$ cat src/rtl/qe_pkg.sv
// Shared types and constants for the quadratic-equation / product-sum result path.
// Used by qe_result_buffer, its interface and the qe_sync_fifo storage.
package qe_pkg;

  // Width of a MAC result.
  localparam int QE_DATA_W = 16;

  // Mode tag carried alongside every result.
  localparam logic MODE_QE = 1'b0;  // quadratic equation
  localparam logic MODE_PS = 1'b1;  // product-sum

  // One FIFO entry: the result and the mode it was produced in.
  typedef struct packed {
    logic                 mode;
    logic [QE_DATA_W-1:0] data;
  } qe_result_t;

endpackage

$ cat src/rtl/qe_result_buffer_if.sv
// Handshake bundle for qe_result_buffer: the MAC-side result strobe and the
// consumer-side valid/ready port. The buffer uses the slave modport; whatever
// drives results in and drains them out uses the master modport.
interface qe_result_buffer_if
  import qe_pkg::*;
#(
  parameter int DATA_W = QE_DATA_W
);

  logic              in_valid;
  logic [DATA_W-1:0] in_result;
  logic              in_mode;
  logic              out_valid;
  logic              out_ready;
  logic [DATA_W-1:0] out_data;
  logic              out_mode;

  modport master (
    output in_valid, in_result, in_mode, out_ready,
    input  out_valid, out_data, out_mode
  );

  modport slave (
    input  in_valid, in_result, in_mode, out_ready,
    output out_valid, out_data, out_mode
  );

endinterface

$ cat src/rtl/qe_sync_fifo.sv
// Show-ahead synchronous FIFO of qe_result_t entries. The occupancy counter
// is kept separately from the pointers, so full and empty never rely on
// pointer equality. The caller decides when push/pop are legal.
module qe_sync_fifo
  import qe_pkg::*;
#(
  parameter  int DEPTH = 8,
  localparam int PTR_W = $clog2(DEPTH),
  localparam int CNT_W = PTR_W + 1
) (
  input  logic             clk,
  input  logic             reset,
  input  logic             push_i,
  input  logic             pop_i,
  input  logic             flush_i,
  input  qe_result_t       wdata_i,
  output qe_result_t       rdata_o,
  output logic [CNT_W-1:0] count_o,
  output logic             full_o,
  output logic             empty_o
);

  qe_result_t             mem_q [DEPTH];
  logic       [PTR_W-1:0] wr_ptr_q, wr_ptr_d;
  logic       [PTR_W-1:0] rd_ptr_q, rd_ptr_d;
  logic       [CNT_W-1:0] cnt_q,    cnt_d;

  // Write the incoming entry into the slot under the write pointer.
  // NOTE: the storage array has no reset; only pointers and the counter do,
  // and empty slots are never presented because rdata_o is masked below.
  always_ff @(posedge clk) begin
    if (push_i && !flush_i) begin
      mem_q[wr_ptr_q] <= wdata_i;
    end
  end

  // Next-state for pointers and occupancy; flush clears everything and
  // overrides any push or pop in the same cycle.
  // NOTE: every signal gets its default first so no latch is inferred.
  always_comb begin
    wr_ptr_d = wr_ptr_q;
    rd_ptr_d = rd_ptr_q;
    cnt_d    = cnt_q;
    if (flush_i) begin
      wr_ptr_d = '0;
      rd_ptr_d = '0;
      cnt_d    = '0;
    end else begin
      if (push_i) wr_ptr_d = wr_ptr_q + 1'b1;
      if (pop_i)  rd_ptr_d = rd_ptr_q + 1'b1;
      case ({push_i, pop_i})
        2'b10:   cnt_d = cnt_q + 1'b1;
        2'b01:   cnt_d = cnt_q - 1'b1;
        default: cnt_d = cnt_q;
      endcase
    end
  end

  // Register pointers and occupancy; reset wins over everything.
  // NOTE: state registers use non-blocking assignments so all flops update
  // together on the edge.
  always_ff @(posedge clk) begin
    if (reset) begin
      wr_ptr_q <= '0;
      rd_ptr_q <= '0;
      cnt_q    <= '0;
    end else begin
      wr_ptr_q <= wr_ptr_d;
      rd_ptr_q <= rd_ptr_d;
      cnt_q    <= cnt_d;
    end
  end

  assign empty_o = (cnt_q == '0);
  assign full_o  = (cnt_q == CNT_W'(DEPTH));
  assign count_o = cnt_q;
  // Head entry is shown directly; an empty FIFO presents zeros.
  assign rdata_o = empty_o ? '0 : mem_q[rd_ptr_q];

endmodule

$ cat src/rtl/qe_result_buffer.sv
// Output stage behind the quadratic-equation / product-sum MAC. Captures each
// result on the MAC valid strobe, tags it with its mode, buffers it in a
// show-ahead FIFO and hands it to a consumer over valid/ready. Results that
// arrive while the buffer is full and not draining are dropped and flagged.
// Optional build macro QE_RB_MAX_EN adds a max_result output tracking the
// largest unsigned result accepted since reset or flush.
module qe_result_buffer
  import qe_pkg::*;
#(
  parameter  int DEPTH  = 8,
  // Must equal QE_DATA_W: the FIFO entry type is fixed to that width.
  parameter  int DATA_W = QE_DATA_W,
  localparam int CNT_W  = $clog2(DEPTH) + 1
) (
  input  logic              clk,
  input  logic              reset,
  qe_result_buffer_if.slave bus,
  input  logic              flush,
  output logic [CNT_W-1:0]  count,
  output logic              full,
  output logic              overflow,
  output logic [15:0]       accepted_cnt
`ifdef QE_RB_MAX_EN
  ,
  output logic [DATA_W-1:0] max_result
`endif
);

  logic       push;
  logic       pop;
  logic       empty;
  qe_result_t wdata;
  qe_result_t rdata;

  logic        overflow_q, overflow_d;
  logic [15:0] acc_cnt_q,  acc_cnt_d;

  // A pop needs a head entry; a push needs room or a simultaneous pop.
  // Flush suppresses both.
  assign pop   = !empty && bus.out_ready && !flush;
  assign push  = bus.in_valid && (!full || pop) && !flush;

  assign wdata = '{mode: bus.in_mode, data: bus.in_result};

  qe_sync_fifo #(
    .DEPTH (DEPTH)
  ) u_fifo (
    .clk     (clk),
    .reset   (reset),
    .push_i  (push),
    .pop_i   (pop),
    .flush_i (flush),
    .wdata_i (wdata),
    .rdata_o (rdata),
    .count_o (count),
    .full_o  (full),
    .empty_o (empty)
  );

  assign bus.out_valid = !empty;
  assign bus.out_data  = rdata.data;
  assign bus.out_mode  = rdata.mode;

  // Sticky drop flag and accepted-result counter; a result discarded by
  // flush is not a drop.
  always_comb begin
    overflow_d = overflow_q;
    acc_cnt_d  = acc_cnt_q;
    if (flush) begin
      overflow_d = 1'b0;
      acc_cnt_d  = '0;
    end else begin
      if (bus.in_valid && !push) overflow_d = 1'b1;
      if (push)                  acc_cnt_d  = acc_cnt_q + 16'd1;
    end
  end

  // Register the drop flag and the counter.
  always_ff @(posedge clk) begin
    if (reset) begin
      overflow_q <= 1'b0;
      acc_cnt_q  <= '0;
    end else begin
      overflow_q <= overflow_d;
      acc_cnt_q  <= acc_cnt_d;
    end
  end

  assign overflow     = overflow_q;
  assign accepted_cnt = acc_cnt_q;

`ifdef QE_RB_MAX_EN
  logic [DATA_W-1:0] max_q, max_d;

  // Track the largest accepted result; dropped results never count.
  always_comb begin
    max_d = max_q;
    if (flush)                                max_d = '0;
    else if (push && (bus.in_result > max_q)) max_d = bus.in_result;
  end

  // Register the running maximum.
  always_ff @(posedge clk) begin
    if (reset) max_q <= '0;
    else       max_q <= max_d;
  end

  assign max_result = max_q;
`endif

endmodule

$ cat src/flat_wrapper.sv
// flat-port wrapper written by rule: the top's interface ports become plain ports
module qe_result_buffer_flat import qe_pkg::*;
#(
  parameter  int DEPTH  = 8,
                                                                      
  parameter  int DATA_W = QE_DATA_W,
  localparam int CNT_W  = $clog2(DEPTH) + 1
)
  (clk, reset, flush, count, full, overflow, accepted_cnt, bus_in_valid, bus_in_result, bus_in_mode, bus_out_ready, bus_out_valid, bus_out_data, bus_out_mode);
  qe_result_buffer_if #(.DATA_W(DATA_W)) bus_i ();
  input  logic clk;
  input  logic reset;
  input  logic flush;
  output logic [CNT_W-1:0] count;
  output logic full;
  output logic overflow;
  output logic [15:0] accepted_cnt;
  input wire logic [$bits(bus_i.in_valid)-1:0] bus_in_valid;
  input wire logic [$bits(bus_i.in_result)-1:0] bus_in_result;
  input wire logic [$bits(bus_i.in_mode)-1:0] bus_in_mode;
  input wire logic [$bits(bus_i.out_ready)-1:0] bus_out_ready;
  output wire logic [$bits(bus_i.out_valid)-1:0] bus_out_valid;
  output wire logic [$bits(bus_i.out_data)-1:0] bus_out_data;
  output wire logic [$bits(bus_i.out_mode)-1:0] bus_out_mode;
  assign bus_i.in_valid = bus_in_valid;
  assign bus_i.in_result = bus_in_result;
  assign bus_i.in_mode = bus_in_mode;
  assign bus_i.out_ready = bus_out_ready;
  assign bus_out_valid = bus_i.out_valid;
  assign bus_out_data = bus_i.out_data;
  assign bus_out_mode = bus_i.out_mode;
  qe_result_buffer #(.DEPTH(DEPTH), .DATA_W(DATA_W)) u_core (.clk(clk), .reset(reset), .bus(bus_i), .flush(flush), .count(count), .full(full), .overflow(overflow), .accepted_cnt(accepted_cnt));
endmodule
$ cat config.mk
export PLATFORM = sky130hd
export DESIGN_NAME = qe_result_buffer_flat
export DESIGN_NICKNAME = d
export VERILOG_FILES = /design/src/rtl/qe_pkg.sv /design/src/rtl/qe_result_buffer_if.sv /design/src/rtl/qe_sync_fifo.sv /design/src/rtl/qe_result_buffer.sv /design/src/flat_wrapper.sv
export SDC_FILE = /design/constraint.sdc
export NUM_CORES = 1
export LEC_CHECK = 0
export BUFFER_PORTS_ARGS = -buffer_cell sky130_fd_sc_hd__buf_2
export CAP_MARGIN = 25
export CORE_MARGIN = 10
export CORE_UTILIZATION = 50
export CTS_CLUSTER_SIZE = 40
export DETAILED_ROUTE_END_ITERATION = 16
export PLACE_DENSITY = 0.8
export RECOVER_POWER = 50
export SYNTH_ARGS = -nofsm -noshare
export SYNTH_HDL_FRONTEND = slang
export SYNTH_HIERARCHICAL = 1
export SYNTH_SLANG_ARGS = --single-unit
$ cat constraint.sdc
create_clock -name clk -period 5.6 [get_ports clk]
set_input_delay 1.12 -clock clk [delete_from_list [all_inputs] [get_ports clk]]
set_output_delay 1.12 -clock clk [all_outputs]
set_load 0.005 [all_outputs]
==> results of run 1 <==
## metrics by stage
| stage | total power (W) | setup WS [ns] | utilization, % |
|---|---|---|---|
| floorplan | 0.001400 | 1.496 | - |
| global placement | 0.001430 | 2.021 | 54.63 |
| detailed placement | 0.001434 | 1.924 | 54.63 |
| CTS | 0.002489 | 1.832 | 58.75 |
| global route | 0.002549 | 1.718 | 58.41 |
| finish | 0.002463 | 1.923 | 58.41 |
## cell usage in the layout (no fill, tap or decap), types with 9 or more instances in the layout
cell / n
a21oi_1: 15
buf_2: 26
buf_4: 12
clkbuf_1: 36
clkbuf_16: 17
dfxtp_1: 29
edfxtp_1: 136
mux2i_1: 21
mux4_2: 31
nand2_1: 12
nor2_1: 43
o21ai_0: 9
or3_1: 9
## metal layers
metal,track usage [%],up-vias
met2,23.77,97
met5,0,-
met1,18.21,1860
met4,5.024,0
li1,-,1668
met3,5.193,13
## cell type report
type                            instances  area, sq um  share of cell area (%)
Sequential cell                       166         4686                   61.06
Clock inverter                         14        112.6                   1.467
Inverter                                6        22.52                  0.2935
Clock buffer                           18        429.2                   5.593
Timing Repair Buffer                   73        351.6                   4.582
Tap cell                              176        220.2                   2.870
Multi-Input combinational cell        198         1852                   24.13
## cell families after synthesis
logic type / share of synthesized area (%)
flip-flops: 70.20
AND/OR/NAND/NOR: 6.994
multiplexers: 14.79
AO/OA/AOI/OAI: 3.225
buffers and inverters: 2.213
XOR/XNOR: 1.444
adder cells (fa/ha/maj): 1.125
## power groups by stage
stage	combinational, W	clock, W	sequential (W)
5_1_grt	0.0000681	0.00114	0.00134
3_5_place_dp	0.0000639	0	0.00137
6_report	0.0000612	0.00106	0.00134
2_1_floorplan	0.0000308	0	0.00137
4_1_cts	0.0000642	0.00108	0.00134
3_3_place_gp	0.0000604	0	0.00137
## worst min-delay path by stage
stage	endpoint	from	cells past startpoint
2_1_floorplan	u_core/overflow	u_core/overflow	2
5_1_grt	u_core/overflow	u_core/overflow	2
6_report	u_core/overflow	u_core/overflow	2
4_1_cts	u_core/overflow	u_core/overflow	2
3_5_place_dp	u_core/overflow	u_core/overflow	2
3_3_place_gp	u_core/overflow	u_core/overflow	2
## critical path, stage by stage (launching register included)
cell and delay, ns:
dfxtp_2 0.76, buf_4 0.43, mux4_2 0.56, mux2i_1 0.16
nor2_1 0.08, buf_2 0.14
## flip-flops by register name (all words and copies together) (netlist names), named ones only
signal                  cells
u_core/accepted_cnt        16
u_core/u_fifo/wr_ptr_q      3
u_core/u_fifo/rd_ptr_q      3
u_core/overflow             1
u_core/u_fifo/mem_q       136
u_core/u_fifo/count_o       4
==> results by group, run 1 <==
Pwr
  – Leak: about 2.4 nW
  – Peak supply drop: 0.0002193 V
  – Comb pwr share: 2.5%
  – Register share of total power: 54.6%
  – NetSw: ~0.00050 W
  – P per Cell Area: 321.0 nW/um^2
  – Clk pwr share: a little over two fifths
  – Pint: 0.001967 W
  – Switching Fraction: around a fifth

Finish
  – Filler cell count: 1014
  – # diodes: 0
  – Nets: 490
  – Final Cell Area: 7674 sq um
  – Share of layout cells above drive strength 1: 22.53%
  – Layout area overhead: 15.00%
  – Fin cells: 651

Setup path
  – CP Max Fanout: 19
  – RR Startpoint: u_core/u_fifo/count_o[1]
  – R2r worst-path depth: 10
  – Crit end category: output pin
  – Crit path kind: register to output pin
  – WP data required: 4.48 ns
  – Crit path capture: bus_out_data[15]
  – Worst R2R Setup Slack: 2.16 ns
  – FF-to-FF End: u_core/u_fifo/count_o[2]
  – CP Data Arrival Time: 2.56 ns
  – Critical Path Start Type: register

Floorplanning
  – Io pins: 62
  – Horiz. Die Dim: between 100 and 150 um
  – Starting density of the core: 50.79%
  – Die Y: 135.5 um
  – CORE AREA: 13140 sq um
  – Row count: between 40 and 50
  – Die area: 18370 sq um

Placement
  – IO buf count: 61
  – Gpl congestion: 0.7759
  – Placed inst area: ~7200 sq um
  – Dpl hpwl: 8.006 mm
  – Placed insts: 619

Synth
  – Top cells by count, synth: edfxtp_1 (136), nor2_1 (43), mux4_2 (31)
  – Proportion of synthesized flip-flops having asynchronous set or reset: 0%
  – Yosys top cell area share: 61.20%
  – Most common flop cell mapped by yosys: edfxtp_1
  – Syn_nets: 415
  – Ys Warns: 6
  – Gate Count Post-Synth: 387
  – Cell with the most instances after synthesis: edfxtp_1
  – Synthesized cell area: 6673 sq um
  – Synth Area per Inst: 17.24 sq um
  – #FFs+latches synth: 166
  – Area contributors post-synth: edfxtp_1 (61%), mux4_2 (10%), dfxtp_1 (9.0%)
  – Seq/Total Area, Yosys: a little over two thirds
  – Area leader, netlist: edfxtp_1
  – Number of flops mapped to enable cells by yosys: 136
  – Cell variety after synth: 39

Detailed routing
  – First-pass DRT Iterations: 5
  – Via density per instance: approximately 5.6
  – Detailed Route Iter0 Violations: between 200 and 300
  – DR WL/cell: 20.15 um
  – Routed Antenna Nets: 0
  – Detail Route met2 WL: between 6 and 7 mm
  – Remaining DRCs: 0
  – Met3 WL: 727 um
  – Metal-1 WL: 5.740 mm
  – Detailed-route via count: 3638
  – Max Used Layer: met4
  – Final WL: 13.12 mm

CTS
  – Clock sinks: ~170
  – Root buffer cell: clkbuf_16
  – Post-CTS Setup Bufs: 0
  – Post_cts resized: 0
  – Clock transition at the registers of the reported paths: ~0.06 ns
  – Clock latency on the worst-skew pair: 0.42 ns
  – Clock Path Buffers: 2
  – Hold Buf Count CTS: 0
  – CTS tree: yes
  – CTS buffer count: 17
  – Htree depth: 4

Min path
  – Worst Hold Class: register to register

Timing
  – F_max: approximately 270 MHz
  – Max Slew Vio Count: 0
  – Clock skew: 0.008554 ns
  – Worst Tran Pin Value: 1.054 ns
  – Slew Limit Headroom: approximately 29%
  – Final Setup Violations: 0
  – Crit path time final: 3.677 ns
  – TNS Setup: 0 ns
  – Tcrit/Tclk final: 65.67%
  – Worst hold slack: 0.4514 ns
  – Unrepaired setup endpoints after global routing: no
  – Final hold violations: 0

Global routing
  – Largest net degree at the start of global routing: 35
  – First-pass GRT wire length: 20.42 mm
  – Vias in the first global route: 3789
  – GRT overflow: 0
  – Initial antenna violation count: 0
  – All-Layer GR Usage: 14.78%

Outcome
  – Status: completed

Flow run
  – Max-Cap Viols: 0
Note: power is estimated with default switching activity, not from simulation.
==> run 2, diff against run 1 <==
--- a/config.mk
+++ b/config.mk
@@ -5,6 +5,7 @@
 export SDC_FILE = /design/constraint.sdc
 export NUM_CORES = 1
 export LEC_CHECK = 0
+export ABC_AREA = 1
 export BUFFER_PORTS_ARGS = -buffer_cell sky130_fd_sc_hd__buf_2
 export CAP_MARGIN = 25
 export CORE_MARGIN = 10
==> constraint.sdc (replaced) <==
create_clock -name clk -period 3.7 [get_ports clk]
set_input_delay 0.74 -clock clk [delete_from_list [all_inputs] [get_ports clk]]
set_output_delay 0.74 -clock clk [all_outputs]
set_load 0.005 [all_outputs]
==> run 2 against run 1 <==
Critical path depth is 12 higher. Sequential power is 52% higher. Core utilization is 0.60 points higher. Critical path type is now register to register. Largest power group unchanged.
==> results by group, run 2 <==
Timing
  – Worst hold slack: 0.4971 ns (was 0.4514 ns)
  – Max Slew Vio Count: 0 (unchanged)
  – Final hold violations: 0 (unchanged)
  – TNS Setup: 0 ns (unchanged)
  – Unrepaired setup endpoints after global routing: no (unchanged)
  – F_max: between 300 and 400 MHz
  – Tcrit/Tclk final: 88.11%
  – Crit path time final: 3.260 ns
  – Slew Limit Headroom: 42.21% (was 28.73%)
  – Clock skew: 0.006000 ns (was 0.008554 ns)
  – Final Setup Violations: 0 (unchanged)
  – Worst Tran Pin Value: 0.8637 ns (was 1.054 ns)

Finish
  – Register area: 4686 sq um (unchanged)
  – Share of layout cells above drive strength 1: 11.33% (was 22.53%)
  – Fin cells: 891 (was 651)
  – Max FFs per register: 136 (unchanged)
  – Filler cell count: 1086 (was 1014)
  – Most common cell after layout, fill and taps aside: nor2_1 (was edfxtp_1)
  – Layout area overhead: 14.06% (was 15.00%)
  – Area of the multi-input gates: 1942 sq um (was 1852 sq um)
  – # diodes: 0 (unchanged)
  – Nets: 731 (was 490)
  – Register with the most flip-flops: u_core/u_fifo/mem_q (unchanged)
  – Most frequent cells in the layout: nor2_1 (159), edfxtp_1 (136), nand2_1 (73) (was edfxtp_1 (136), nor2_1 (43), clkbuf_1 (36))

Setup path
  – R2r worst-path depth: 17 (was 10)
  – Worst-path cell chain: nor2_1 -> nand3_1 -> buf_4 -> inv_1 -> nor2_1 -> nand2_2 -> a21boi_4 -> inv_1 -> ha_1 -> nand2_1 -> inv_1 -> nor2_1 -> ha_1 -> a21oi_1 -> xnor2_1 -> o21ai_0 -> inv_1 (was buf_4 -> mux4_2 -> mux2i_1 -> nor2_1 -> buf_2)
  – RR Startpoint: u_core/u_fifo/count_o[1] (unchanged)
  – Crit path kind: register to register (was register to output pin)
  – Worst R2R Setup Slack: 0.44 ns (was 2.16 ns)
  – CP Data Arrival Time: 3.57 ns (was 2.56 ns)
  – Critical path's slowest cell: a21boi_4 (was dfxtp_2)
  – Critical Path Start Type: register (unchanged)
  – WP data required: 4.01 ns (was 4.48 ns)
  – Crit end category: register (was output pin)
  – Max incr delay on CP: 0.46 ns (was 0.76 ns)
  – CP Max Fanout: 20 (was 19)
  – FF-to-FF End: u_core/u_fifo/count_o[2] (unchanged)
  – Top cell by count, worst path: inv_1

Synth
  – Number of flops mapped to enable cells by yosys: 136 (unchanged)
  – #FFs+latches synth: 166 (unchanged)
  – Ys Warns: 6 (unchanged)
  – Area leader, netlist: edfxtp_1 (unchanged)
  – Gate Count Post-Synth: 639 (was 387)
  – Synthesized cell area: 6933 sq um (was 6673 sq um)
  – Synth Area per Inst: 10.85 sq um (was 17.24 sq um)
  – Cell variety after synth: 35 (was 39)
  – Area contributors post-synth: edfxtp_1 (59%), dfxtp_1 (8.7%), nor2_1 (8.6%) (was edfxtp_1 (61%), mux4_2 (10%), dfxtp_1 (9.0%))
  – Yosys top cell area share: 58.91% (was 61.20%)
  – Syn_nets: 667 (was 415)
  – Seq/Total Area, Yosys: 67.57% (was 70.20%)
  – Top cells by count, synth: nor2_1 (158), edfxtp_1 (136), nand2_1 (71) (was edfxtp_1 (136), nor2_1 (43), mux4_2 (31))
  – Cell with the most instances after synthesis: nor2_1 (was edfxtp_1)
  – Proportion of synthesized flip-flops having asynchronous set or reset: 0% (unchanged)
  – Most common flop cell mapped by yosys: edfxtp_1 (unchanged)

Pwr
  – Switching Fraction: 22.03% (was 20.15%)
  – Pint: 0.003012 W (was 0.001967 W)
  – P per Cell Area: 488.4 nW/um^2 (was 321.0 nW/um^2)
  – NetSw: 0.0008507 W (was 0.0004964 W)
  – Register share of total power: 52.8% (was 54.6%)
  – Comb pwr share: 4.4% (was 2.5%)
  – Peak supply drop: 0.0003116 V (was 0.0002193 V)
  – Leak: 2.779 nW (was 2.448 nW)
  – Clk pwr share: 42.9% (about the same)

CTS
  – Post_cts resized: 0 (unchanged)
  – CTS buffer count: 17 (unchanged)
  – Root buffer cell: clkbuf_16 (unchanged)
  – Clock transition at the registers of the reported paths: 0.06 ns (about the same)
  – Clock Path Buffers: 2 (unchanged)
  – Hold Buf Count CTS: 0 (unchanged)
  – Clock sinks: 166 (unchanged)
  – Clock latency on the worst-skew pair: 0.42 ns (about the same)
  – Htree depth: 4 (unchanged)
  – Post-CTS Setup Bufs: 0 (unchanged)
  – CTS tree: yes (unchanged)

Detailed routing
  – Via density per instance: 5.526 (was 5.588)
  – Routed Antenna Nets: 0 (unchanged)
  – DR WL/cell: 17.65 um (was 20.15 um)
  – First-pass DRT Iterations: 5 (unchanged)
  – Final WL: 15.72 mm (was 13.12 mm)
  – Remaining DRCs: 0 (unchanged)
  – Detailed Route Iter0 Violations: 510 (was 256)
  – Detailed-route via count: 4924 (was 3638)

Floorplanning
  – Die Y: 137.8 um (was 135.5 um)
  – Starting density of the core: 51.74% (was 50.79%)
  – Row count: 42 (unchanged)
  – Die area: 18980 sq um (was 18370 sq um)
  – Io pins: 62 (unchanged)
  – CORE AREA: 13400 sq um (was 13140 sq um)
  – Horiz. Die Dim: 137.8 um (was 135.5 um)

Placement
  – Placed insts: 860 (was 619)
  – Gpl congestion: 0.8965 (was 0.7759)
  – IO buf count: 61 (unchanged)
  – Dpl hpwl: 9.374 mm (was 8.006 mm)

Min path
  – Worst Hold Class: register to register (unchanged)
  – WHS Endpoint: u_core/u_fifo/rd_ptr_q[1] (was u_core/overflow)
  – Hold depth: 2 (unchanged)
  – Beginning of the worst hold path: u_core/u_fifo/rd_ptr_q[1] (was u_core/overflow)

Global routing
  – First-pass GRT wire length: 24.96 mm (was 20.42 mm)
  – Largest net degree at the start of global routing: 69 (was 35)
  – Vias in the first global route: 4952 (was 3789)
  – All-Layer GR Usage: 16.91% (was 14.78%)
  – GRT overflow: 0 (unchanged)
  – Initial antenna violation count: 0 (unchanged)

Flow run
  – Max-Cap Viols: 0 (unchanged)

Outcome
  – Status: completed (unchanged)
## run 2: cell types whose count changed in the layout (fill, tap and decap cells not counted), sizes merged, moves of 9 or more
| cell | before | now |
|---|---|---|
| or3 | 9 | 0 |
| mux2i | 21 | 0 |
| mux4 | 34 | 0 |
| o211ai | 0 | 17 |
| o22ai | 0 | 17 |
| o21ai | 9 | 75 |
| nand3 | 5 | 21 |
| nor2 | 43 | 163 |
| inv | 6 | 37 |
| nand2 | 12 | 75 |
## run 2: logic make-up (layout without fill, tap and decap cells)
logic type               after synthesis  count (layout)  synth area share, %
XOR/XNOR                               3               3               0.3791
AND/OR/NAND/NOR                      271             271                16.01
adder cells (fa/ha/maj)                6               6                1.083
buffers and inverters                 62             138                4.241
AO/OA/AOI/OAI                        131             131                10.72
flip-flops                           166             166                67.57
## run 2: through the flow
stage / cell area [sq um] / util, % / total power (W) / setup WS [ns]
2_1_floorplan: 6933 / - / 0.002172 / 0.9013
3_3_place_gp: 7412 / 55.31 / 0.002242 / 0.8448
3_5_place_dp: 7412 / 55.31 / 0.002252 / 0.5531
4_1_cts: 7965 / 59.44 / 0.003887 / 0.5582
5_1_grt: 7908 / 59.01 / 0.003975 / 0.06642
6_report: 7908 / 59.01 / 0.003862 / 0.4401
## run 2: worst max path at each step
stage,start,slack (ns),depth (start not counted),end
after floorplan,u_core/u_fifo/count_o[1],0.90,10,u_core/u_fifo/mem_q[0][0]
after global placement,u_core/u_fifo/count_o[1],0.84,17,u_core/u_fifo/count_o[2]
after detailed placement,u_core/u_fifo/count_o[0],0.55,17,u_core/u_fifo/count_o[2]
after CTS,u_core/u_fifo/count_o[0],0.56,17,u_core/u_fifo/count_o[2]
after global routing,u_core/u_fifo/count_o[2],0.07,17,u_core/u_fifo/count_o[2]
final,u_core/u_fifo/count_o[1],0.44,17,u_core/u_fifo/count_o[2]
## run 2: power by group through the flow
stage / Clock (W) / Sequential [W] / Combinational, W
2_1_floorplan: 0 / 0.00208 / 0.0000940
6_report: 0.00166 / 0.00204 / 0.000169
4_1_cts: 0.00168 / 0.00204 / 0.000175
3_5_place_dp: 0 / 0.00208 / 0.000174
3_3_place_gp: 0 / 0.00208 / 0.000165
5_1_grt: 0.00175 / 0.00204 / 0.000192
## run 2: area by class of cell
cell class	instances	share of cell area, %
clock inverters	14	1.614
clock buffers	17	5.380
well taps	176	2.785
repair buffers	74	4.842
multi-input cells	411	24.56
flip-flops and latches	166	59.26
inverters	33	1.566
## run 2: worst max-delay path: cells and delay by family, from the launching register on
kind / cells / cell delay, ns
compound gates: 3 / 0.71
xor+xnor: 1 / 0.14
fa+ha+maj: 2 / 0.49
buf+inv: 5 / 0.71
flops: 1 / 0.45
simple gates: 6 / 0.66
## run 2: per-layer routing
metal / wire length (um) / global-route usage [%]
met1: 6339 / 19.31
met2: 8009 / 28.85
met3: 1048 / 5.135
met4: 326 / 7.184
met5: 0 / 0
